### src/rtl/softermax_pkg.sv
// Shared sizing defaults, vector types and scheduler state encoding for the
// softermax scheduler.
package softermax_pkg;

   localparam int SM_NREQ       = 4;
   localparam int SM_VEC_SIZE   = 10;
   localparam int SM_BW         = 8;
   localparam int SM_OUT_W      = 32;
   localparam int SM_DP_LAT     = 3;
   localparam int SM_FIFO_DEPTH = 4;
   localparam int ID_W          = $clog2(SM_NREQ);

   typedef logic [SM_VEC_SIZE-1:0][SM_BW-1:0]    sm_in_vec_t;
   typedef logic [SM_VEC_SIZE-1:0][SM_OUT_W-1:0] sm_out_vec_t;

   typedef enum logic [1:0] {
      RUN   = 2'd0,
      DRAIN = 2'd1,
      IDLE  = 2'd2
   } sched_state_e;

endpackage

### src/rtl/softermax_rr_arb.sv
// Round-robin arbiter: the first requester at or after the pointer wins, and
// the pointer moves just past the winner on every grant.
module softermax_rr_arb
   import softermax_pkg::*;
#(
   parameter int  NREQ = SM_NREQ,
   localparam int IDW  = $clog2(NREQ)
) (
   input  logic            i_clk,
   input  logic            i_rst,
   input  logic            i_en,
   input  logic [NREQ-1:0] i_req,
   output logic [NREQ-1:0] o_gnt,
   output logic [IDW-1:0]  o_gnt_id,
   output logic            o_gnt_vld
);

   logic [IDW-1:0] r_ptr;

   always_comb begin : p_arb
      int v_idx;
      v_idx     = 0;
      o_gnt     = '0;
      o_gnt_id  = '0;
      o_gnt_vld = 1'b0;
      if (i_en) begin
         for (int k = 0; k < NREQ; k++) begin
            v_idx = int'(r_ptr) + k;
            if (v_idx >= NREQ) v_idx = v_idx - NREQ;
            if (!o_gnt_vld && i_req[v_idx]) begin
               o_gnt_vld    = 1'b1;
               o_gnt_id     = IDW'(v_idx);
               o_gnt[v_idx] = 1'b1;
            end
         end
      end
   end

   always_ff @(posedge i_clk) begin
      if (i_rst) begin
         r_ptr <= '0;
      end else if (o_gnt_vld) begin
         r_ptr <= (o_gnt_id == IDW'(NREQ - 1)) ? '0 : o_gnt_id + IDW'(1);
      end
   end

endmodule

### src/rtl/softermax_sched.sv
// Shares one fixed-latency softermax datapath between NREQ requesters, tags
// each issued vector with its requester ID and buffers results in a FIFO.
module softermax_sched
   import softermax_pkg::*;
#(
   parameter int  NREQ       = SM_NREQ,
   parameter int  VEC_SIZE   = SM_VEC_SIZE,
   parameter int  BW         = SM_BW,
   parameter int  OUT_W      = SM_OUT_W,
   parameter int  DP_LAT     = SM_DP_LAT,
   parameter int  FIFO_DEPTH = SM_FIFO_DEPTH,
   localparam int TAG_W      = $clog2(NREQ),
   localparam int VB         = VEC_SIZE * BW,
   localparam int VO         = VEC_SIZE * OUT_W
) (
   input  logic               i_clk,
   input  logic               i_rst,
   input  logic [NREQ-1:0]    i_req_valid,
   output logic [NREQ-1:0]    o_req_ready,
   input  logic [NREQ*VB-1:0] i_req_vec,
   input  logic               i_flush,
   output logic               o_idle,
   output logic [VB-1:0]      o_dp_in,
   input  logic [VO-1:0]      i_dp_out,
   output logic               o_out_valid,
   input  logic               i_out_ready,
   output logic [TAG_W-1:0]   o_out_id,
   output logic [VO-1:0]      o_out_vec
);

   localparam int ENTRY_W = TAG_W + VO;
   localparam int PTR_W   = (FIFO_DEPTH > 1) ? $clog2(FIFO_DEPTH) : 1;
   localparam int CNT_W   = $clog2(FIFO_DEPTH + 1);
   localparam int OCC_W   = $clog2(DP_LAT + FIFO_DEPTH + 1);

   function automatic logic [PTR_W-1:0] f_ptr_inc(input logic [PTR_W-1:0] p);
      return (p == PTR_W'(FIFO_DEPTH - 1)) ? '0 : p + PTR_W'(1);
   endfunction

   sched_state_e       r_state;
   logic [DP_LAT-1:0]  r_tag_vld_p;
   logic [TAG_W-1:0]   r_tag_id_p [DP_LAT];
   logic [ENTRY_W-1:0] r_mem [FIFO_DEPTH];
   logic [PTR_W-1:0]   r_wr_ptr;
   logic [PTR_W-1:0]   r_rd_ptr;
   logic [CNT_W-1:0]   r_count;

   logic [NREQ-1:0]    w_gnt;
   logic [TAG_W-1:0]   w_gnt_id;
   logic               w_gnt_vld;
   logic               w_arb_en;
   logic [OCC_W-1:0]   w_inflight;
   logic [OCC_W-1:0]   w_occ;
   logic               w_push;
   logic               w_pop;
   logic               w_fifo_empty;
   logic [ENTRY_W-1:0] w_head;

   assign w_fifo_empty = (r_count == '0);
   assign o_out_valid  = !w_fifo_empty;
   assign w_pop        = o_out_valid & i_out_ready;
   assign w_push       = r_tag_vld_p[DP_LAT-1];

   // Credit: every vector in the pipe already owns a FIFO slot, so the
   // datapath never has to stall; a same-cycle pop frees one slot early.
   always_comb begin
      w_inflight = '0;
      for (int s = 0; s < DP_LAT; s++) begin
         w_inflight = w_inflight + OCC_W'(r_tag_vld_p[s]);
      end
      w_occ    = w_inflight + OCC_W'(r_count) - OCC_W'(w_pop);
      w_arb_en = (r_state == RUN) && !i_flush && !i_rst &&
                 (w_occ < OCC_W'(FIFO_DEPTH));
   end

   softermax_rr_arb #(
      .NREQ (NREQ)
   ) u_arb (
      .i_clk     (i_clk),
      .i_rst     (i_rst),
      .i_en      (w_arb_en),
      .i_req     (i_req_valid),
      .o_gnt     (w_gnt),
      .o_gnt_id  (w_gnt_id),
      .o_gnt_vld (w_gnt_vld)
   );

   assign o_req_ready = w_gnt;

   always_comb begin
      o_dp_in = '0;
      if (w_gnt_vld) o_dp_in = i_req_vec[int'(w_gnt_id)*VB +: VB];
   end

   // Stage p0..p(DP_LAT-1): tag pipe tracking the datapath contents
   always_ff @(posedge i_clk) begin
      if (i_rst) begin
         r_tag_vld_p <= '0;
      end else begin
         r_tag_vld_p[0] <= w_gnt_vld;
         for (int s = 1; s < DP_LAT; s++) r_tag_vld_p[s] <= r_tag_vld_p[s-1];
      end
   end

   always_ff @(posedge i_clk) begin
      r_tag_id_p[0] <= w_gnt_id;
      for (int s = 1; s < DP_LAT; s++) r_tag_id_p[s] <= r_tag_id_p[s-1];
   end

   // Result FIFO: captures dp_out on the edge its tag leaves the last stage
   always_ff @(posedge i_clk) begin
      if (w_push) r_mem[r_wr_ptr] <= {r_tag_id_p[DP_LAT-1], i_dp_out};
   end

   always_ff @(posedge i_clk) begin
      if (i_rst) begin
         r_wr_ptr <= '0;
         r_rd_ptr <= '0;
         r_count  <= '0;
      end else begin
         if (w_push) r_wr_ptr <= f_ptr_inc(r_wr_ptr);
         if (w_pop)  r_rd_ptr <= f_ptr_inc(r_rd_ptr);
         case ({w_push, w_pop})
            2'b10:   r_count <= r_count + CNT_W'(1);
            2'b01:   r_count <= r_count - CNT_W'(1);
            default: r_count <= r_count;
         endcase
      end
   end

   assign w_head    = r_mem[r_rd_ptr];
   assign o_out_id  = o_out_valid ? w_head[ENTRY_W-1 -: TAG_W] : '0;
   assign o_out_vec = o_out_valid ? w_head[VO-1:0] : '0;

   always_ff @(posedge i_clk) begin
      if (i_rst) begin
         r_state <= RUN;
      end else begin
         case (r_state)
            RUN:     if (i_flush) r_state <= DRAIN;
            DRAIN:   if ((w_inflight == '0) && w_fifo_empty) r_state <= IDLE;
            IDLE:    if (!i_flush) r_state <= RUN;
            default: r_state <= RUN;
         endcase
      end
   end

   assign o_idle = i_rst || (r_state == IDLE) ||
                   ((r_state == RUN) && (w_inflight == '0) && w_fifo_empty &&
                    !(|i_req_valid));

   overflow_a : assert property (@(posedge i_clk) disable iff (i_rst)
      !(w_push && !w_pop && (r_count == CNT_W'(FIFO_DEPTH))));

endmodule

### config.mk
export PLATFORM = sky130hd
export DESIGN_NAME = softermax_sched
export DESIGN_NICKNAME = d
export VERILOG_FILES = /design/src/rtl/softermax_pkg.sv /design/src/rtl/softermax_rr_arb.sv /design/src/rtl/softermax_sched.sv
export SDC_FILE = /design/constraint.sdc
export NUM_CORES = 1
export LEC_CHECK = 0
export ABC_AREA = 0
export ABC_CLOCK_PERIOD_IN_PS = 24500
export CAP_MARGIN = 20
export CORE_AREA = 2 2 415 417
export CTS_CLUSTER_DIAMETER = 60
export CTS_CLUSTER_SIZE = 12
export DETAILED_ROUTE_END_ITERATION = 10
export DIE_AREA = 0 0 417 419
export PLACE_DENSITY_LB_ADDON = 0.05
export SLEW_MARGIN = 20
export SYNTH_ARGS = -nofsm -noshare
export SYNTH_HDL_FRONTEND = slang
export SYNTH_HIERARCHICAL = 1
export SYNTH_SLANG_ARGS = --single-unit
### constraint.sdc
create_clock -name i_clk -period 24.5 [get_ports i_clk]
set_input_delay 4.9 -clock i_clk [delete_from_list [all_inputs] [get_ports i_clk]]
set_output_delay 4.9 -clock i_clk [all_outputs]
set_load 0.01 [all_outputs]
# == Word-level counts from Yosys, hierarchy flattened ==
# Memory sizes are Yosys's and may differ from the RTL's. A register that Yosys moved wholly into a read port is not among the register bits.
# Cells that the tools add are included.
# totals
mem_count,2
regBits,14
out_inout_bits,408
input_bits,648
ramBits,1294
# memory_table
memory,depth,word_bits,rd,rd_ports_with_merged_regs,wr,line,rtl
r_mem,4,322,1,1,1,softermax_sched.sv:43,logic [ENTRY_W-1:0] r_mem [FIFO_DEPTH];
r_tag_id_p,3,2,3,0,3,softermax_sched.sv:42,logic [TAG_W-1:0] r_tag_id_p [DP_LAT];
# classes
bitwise,4
magnitude_cmp,13
n_shift,1
n_addsub,16
n_eq_ne,10
mul,1
reduce_logical,29
muxes,64
# op_table
op,count
$mux W320,1
$shiftx A320 B10 Y80,1
$mux W32,8
$ge A32 B1 Y1 const B,4
$lt A32 B4 Y1 const B,4
$ge A32 B4 Y1 const B,3
$sub A32 B4 Y32 const B,3
$mux W80,1
$mux W4,8
$mux W2,14
$mux W1,22
$logic_and A1 B1 Y1,14
$or A4 B4 Y4,3
$eq A2 B2 Y1 const B,5
$bmux W1 S2,4
$demux W1 S2,4
$logic_not A1 Y1,7
$add A2 B1 Y2 const B,3
$add A2 B2 Y3 const B,2
$logic_not A3 Y1,2
$ne A2 B2 Y1 const B,3
$pmux W2 S3,1
$pmux W3 S2,1
$mul A2 B3 Y5 const B,1
other kinds (17),19

# == Logic depth before layout (Yosys ltp) ==
# logic_depth
word_depth,27
mapped_depth,14

# == By module ==
# Netlist, hierarchy kept.
# modules_own_cells
mod,cells_per_inst,n_inst,seq_area_each_um2,area_per_inst_um2
softermax_sched,2317,1,39077.5,51921.0
softermax_rr_arb,84,1,40.0,594.3

# == Worst setup path after synthesis ==
# OpenSTA, ideal clock, no wires.
# synth_path
path_type,input -> output
startpoint,input i_out_ready
endpoint,output o_dp_in[0]
stages,12
required_ns,19.600
path_buffers,3
slack_ns,12.003
t_arrival_ns,7.597
path_cell_list,o31ai_1 -> or2_2 -> ha_1 -> a31oi_1 -> mux2i_1 -> buf_4 -> o41ai_1 -> nor2_1 -> clkbuf_1 -> buf_2 -> mux4_2 -> and2_1
# synth_via
elab_chain_cells,8
word_cells_on_any_way,9
classes_between,add/sub (1); mul (1); order compare (1); shift (1); mux (3); bitwise (1); reduce/logical (1)
# synth_lines
item,line,rtl
from (decl),softermax_sched.sv:26,"input logic i_out_ready,"
$and A1 B1 Y1,softermax_sched.sv:61,assign w_pop = o_out_valid & i_out_ready;
$sub A3 B1 Y3,softermax_sched.sv:71,w_occ = w_inflight + OCC_W'(r_count) - OCC_W'(w_pop);
$lt A3 B3 Y1,softermax_sched.sv:73,(w_occ < OCC_W'(FIFO_DEPTH));
$logic_and A1 B1 Y1,softermax_sched.sv:72,w_arb_en = (r_state == RUN) && !i_flush && !i_rst &&
via w_arb_en,softermax_sched.sv:51,logic w_arb_en;
$mux W2,softermax_rr_arb.sv:26,if (i_en) begin
via w_gnt_id[0],softermax_sched.sv:49,logic [TAG_W-1:0] w_gnt_id;
$mul A2 B3 Y5,softermax_sched.sv:92,if (w_gnt_vld) o_dp_in = i_req_vec[int'(w_gnt_id)*VB +: VB];
$shiftx A320 B10 Y80,softermax_sched.sv:92,
$mux W80,softermax_sched.sv:92,
to (decl),softermax_sched.sv:23,"output logic [VB-1:0] o_dp_in,"
# The timed path passes the listed nets, and every way through them passes these cells.

# == Worst setup path after layout ==
# layout_path
startpoint,input i_rst
endpoint,output o_dp_in[4]
# layout_via
elab_chain_cells,7
word_cells_on_any_way,8
classes_between,mul (1); shift (1); mux (3); reduce/logical (3)
# layout_lines
item,line,rtl
from (decl),softermax_sched.sv:17,"input logic i_rst,"
$logic_not A1 Y1,softermax_sched.sv:72,
$logic_and A1 B1 Y1 (2 in a row),softermax_sched.sv:72,
via w_arb_en,softermax_sched.sv:51,
$mux W2,softermax_rr_arb.sv:26,
via w_gnt_id[0],softermax_sched.sv:49,
$mul A2 B3 Y5,softermax_sched.sv:92,
$shiftx A320 B10 Y80,softermax_sched.sv:92,
$mux W80,softermax_sched.sv:92,
# The timed path passes the listed nets, and every way through them passes these cells.

==> reports/summary.txt <==
======================================================================================================
Asr flop ratio synth                                                                                 0
Worst setup timing slack at the placement stage                                                9.02 ns
Clock network fraction of design power                                                           0.380
Post-Syn Area                                                                               52,500 um2
Net switching power                                                                            1070 uW
Switching share of power                                                                         0.224
Clock transition at the register clock pins on the worst setup and hold paths after CTS        0.06 ns
Chip Height                                                                                     419 um
I/O pins                                                                                         1,056
Start point of the critical path                                                                 i_rst
Power density of the placed cells                                                          68.8 nW/um2
Final period util                                                                                0.629
H-tree depth                                                                                         4
Portion of total power attributed to combinational logic                                         0.100
Cell types with the largest area share after synthesis                                    sky130_fd_sc_hd__edfxtp_1 (74%), sky130_fd_sc_hd__mux4_2 (17%), sky130_fd_sc_hd__and2_1 (4.8%)
Max-cap check violation count                                                                        0
Flip-flop and latch count after synthesis                                                        1,310
Number of enable-type register cells in the synthesized netlist                                  1,288
Startpoint of the most critical hold path                                                 r_tag_id_p[0][2]$_DFF_P_
Hold Fails Final Rpt                                                                                 0
Maximum number of pins on one net before global-route repair                                       168
Min-Delay Path Class                                                                        reg -> reg
Buffer count from post-CTS setup fixing                                                              0
Warning count from the yosys run                                                                     6
Setup TNS                                                                                         0 ns
Area share of the largest cell type after synthesis                                              0.736
Vias in the first global route                                                                  30,800
Beginning of the worst register-to-register path                                          r_tag_vld_p[2]$_SDFF_PP0_
Final setup violation count                                                                          0
Worst Tran Pin Value                                                                           1.33 ns
Quantity of gates resized following cts                                                              0
Part of the Yosys area used for sequential elements                                              0.745
Number of vias per cell                                                                           5.06
Count of unique library cells instantiated by Yosys                                                 46
Initial drt markers                                                                              2,039
Die outline area                                                                           175,000 um2
Synthesis-to-layout area growth                                                                  32.1%
Min Tclk post-route                                                                           15.41 ns
Mean area per synthesized cell                                                                21.9 um2
Clock tree buffer depth                                                                              3
Root Buffer Master                                                                        sky130_fd_sc_hd__clkbuf_16
Cell row count                                                                                     152
Initial antenna violation count                                                                    209
Number of pins exceeding their max-slew limit in the final report                                    0
TritonCTS clock tree                                                                              done
Global-route wire length before repair                                                      303,000 um
Most repeated cell in the gate-level netlist after synthesis                              sky130_fd_sc_hd__edfxtp_1
Half-perimeter wire length of the detailed placement result                                 185,000 um
Relative slew slack                                                                              0.113
Synthesized net count                                                                            3,064
Clock skew                                                                                   0.0385 ns
Number of buffers inserted for hold repair after clock tree synthesis                                0
Arrival time at the worst endpoint                                                            10.51 ns
Number of iterations in the first detailed-routing pass                                              5
Number of buffer cells added on primary ports                                                    1,055
Number of nets in the finished design                                                            4,151
Result of the run                                                                         finished clean
Ys flop type                                                                              sky130_fd_sc_hd__edfxtp_1
Share of cells above drive strength 1                                                            0.174
Chip width                                                                                      417 um
Reported leakage power                                                                       0.0213 uW
Startpoint-to-endpoint class of the critical path                                            in -> out
Gate count after technology mapping                                                              2,401
Number of clock sinks                                                                            1,310
Unrepaired setup endpoints after global routing                                                     no
Number of CTS-inserted buffers                                                                     133
GRT overflow                                                                                         0
Type of element capturing the critical path                                                 output pin
Core region area                                                                           171,000 um2
Top post-synthesis cells by count                                                         sky130_fd_sc_hd__edfxtp_1 (1,288), sky130_fd_sc_hd__and2_1 (406), sky130_fd_sc_hd__mux4_2 (404), sky130_fd_sc_hd__clkbuf_1 (59), sky130_fd_sc_hd__buf_2 (44)
Max Clk Rate                                                                                0.0649 GHz
Last weighted congestion value of the routability-driven placer                                   1.15
Critical path fanouts, max                                                                          30
Global routing usage summed across all routing layers                                            0.266
Internal power component                                                                       3700 uW
Vias after detailed routing                                                                     29,600
Initial standard-cell utilization of the core                                                    0.308
Worst ir drop on vdd                                                                         0.0521 mV
Worst Hold Margin                                                                             0.327 ns
Pwr Total                                                                                      4770 uW
Detailed-route wire length                                                                  235,000 um
CP required                                                                                   19.60 ns
Mean routed wirelength per cell                                                                40.2 um
Final Worst Setup Slack                                                                        9.09 ns
Number of nets with antenna violations after routing                                                 0
DRC viols                                                                                            0
Type of origin of the critical path                                                         input port
Clock insertion delay at the later pin of the skew report                                      0.75 ns
Top cell type by total area after synthesis                                               sky130_fd_sc_hd__edfxtp_1
Sequential fraction of design power                                                              0.519
======================================================================================================
-- routing by layer --
| metal | vias to the layer above | track usage | part of all wire |
|---|---|---|---|
| met5 | - | 0 | 0.0035 |
| met3 | 524 | 0.121 | 0.11 |
| met1 | 15500 | 0.283 | 0.34 |
| met4 | 130 | 0.116 | 0.051 |
| li1 | 12000 | - | - |
| met2 | 1399 | 0.454 | 0.50 |
-- power by group through the flow --
stage / clock network, uW / logic [uW] / registers, uW
2_1_floorplan: 0 / 166 / 2520
3_3_place_gp: 0 / 476 / 2520
3_5_place_dp: 0 / 479 / 2520
4_1_cts: 1860 / 482 / 2480
5_1_grt: 1940 / 497 / 2480
6_report: 1810 / 478 / 2480
-- sequential cells by signal (all words and copies together) (netlist names), named ones only --
| register | count |
|---|---|
| r_count | 3 |
| r_mem | 1288 |
| r_rd_ptr | 2 |
| r_state | 2 |
| r_tag_id_p | 6 |
| r_tag_vld_p | 3 |
| r_wr_ptr | 2 |
| u_arb/r_ptr | 2 |
-- cell families (layout without fill, tap and decap cells) --
group / count (synthesis) / count (layout) / share of synthesized area
mux: 407 / 407 / 0.174
xor+xnor: 5 / 5 / 0.000834
fa+ha+maj: 15 / 15 / 0.00386
buf+inv: 158 / 1285 / 0.0174
simple gates: 465 / 465 / 0.0544
other cells: 0 / 84 / 0
compound gates: 41 / 41 / 0.00446
flops: 1310 / 1310 / 0.745
-- metrics by stage --
step / cells / cell area [um2] / util
3_3_place_gp: 5585 / 65400 / 0.383
4_1_cts: 5760 / 69100 / 0.405
5_1_grt: 5820 / 69300 / 0.406
2_1_floorplan: 2401 / 52500 / -
6_report: 5845 / 69400 / 0.407
3_5_place_dp: 5585 / 65400 / 0.383
-- final timing paths --
kind | slack [ns] | endpoint | cells after the start
worst max-delay path | 9.09 | o_dp_in[4] | 12
worst min-delay path | 0.33 | r_tag_id_p[0][4]$_DFF_P_ | 0
worst max register to register | 19.72 | u_arb/r_ptr[0]$_SDFFE_PP0P_ | 11
worst min register to register | 0.33 | r_tag_id_p[0][4]$_DFF_P_ | 0
-- worst max-delay path, stage by stage --
cell	delay [ns]
sky130_fd_sc_hd__clkdlybuf4s50_1	0.79
sky130_fd_sc_hd__nor2_1	0.36
sky130_fd_sc_hd__or4b_2	0.61
sky130_fd_sc_hd__mux2i_1	0.72
sky130_fd_sc_hd__o41ai_1	0.21
sky130_fd_sc_hd__buf_4	0.22
sky130_fd_sc_hd__nor2_4	0.10
sky130_fd_sc_hd__buf_4	0.51
sky130_fd_sc_hd__buf_4	0.68
sky130_fd_sc_hd__mux4_2	0.58
sky130_fd_sc_hd__and2_1	0.17
sky130_fd_sc_hd__clkdlybuf4s50_1	0.59
-- final cells by class --
cell class	count	area, um2
fillers	15000	101000
well taps	2233	2790
multi-input cells	933	12500
diodes	84	210
flip-flops and latches	1310	39100
inverters	18	77.6
clock buffers	148	3410
repair buffers	1092	10900
clock inverters	27	328
-- layout by cell type (no fill, tap or decap), types with 3 or more instances in the layout --
cell                              count
sky130_fd_sc_hd__xor2_1               4
sky130_fd_sc_hd__inv_16               4
sky130_fd_sc_hd__and2_1             402
sky130_fd_sc_hd__inv_6                4
sky130_fd_sc_hd__a21oi_1             17
sky130_fd_sc_hd__clkdlybuf4s50_1   1055
sky130_fd_sc_hd__edfxtp_1          1288
sky130_fd_sc_hd__mux4_2             404
sky130_fd_sc_hd__nand3b_1             4
sky130_fd_sc_hd__ha_1                13
sky130_fd_sc_hd__dfxtp_1             20
sky130_fd_sc_hd__nand2_1             14
sky130_fd_sc_hd__o21ai_0             12
sky130_fd_sc_hd__buf_6                4
sky130_fd_sc_hd__nor2b_1              4
sky130_fd_sc_hd__clkbuf_16          134
sky130_fd_sc_hd__buf_4               30
sky130_fd_sc_hd__clkinv_1             5
sky130_fd_sc_hd__a31oi_1              3
sky130_fd_sc_hd__inv_8                4
sky130_fd_sc_hd__diode_2             84
sky130_fd_sc_hd__clkbuf_1            14
sky130_fd_sc_hd__and2_4               4
sky130_fd_sc_hd__clkinv_8             4
sky130_fd_sc_hd__nor2_1              13
sky130_fd_sc_hd__inv_1               16
sky130_fd_sc_hd__nand3_1              8
Note: power is estimated with default switching activity, not from simulation.
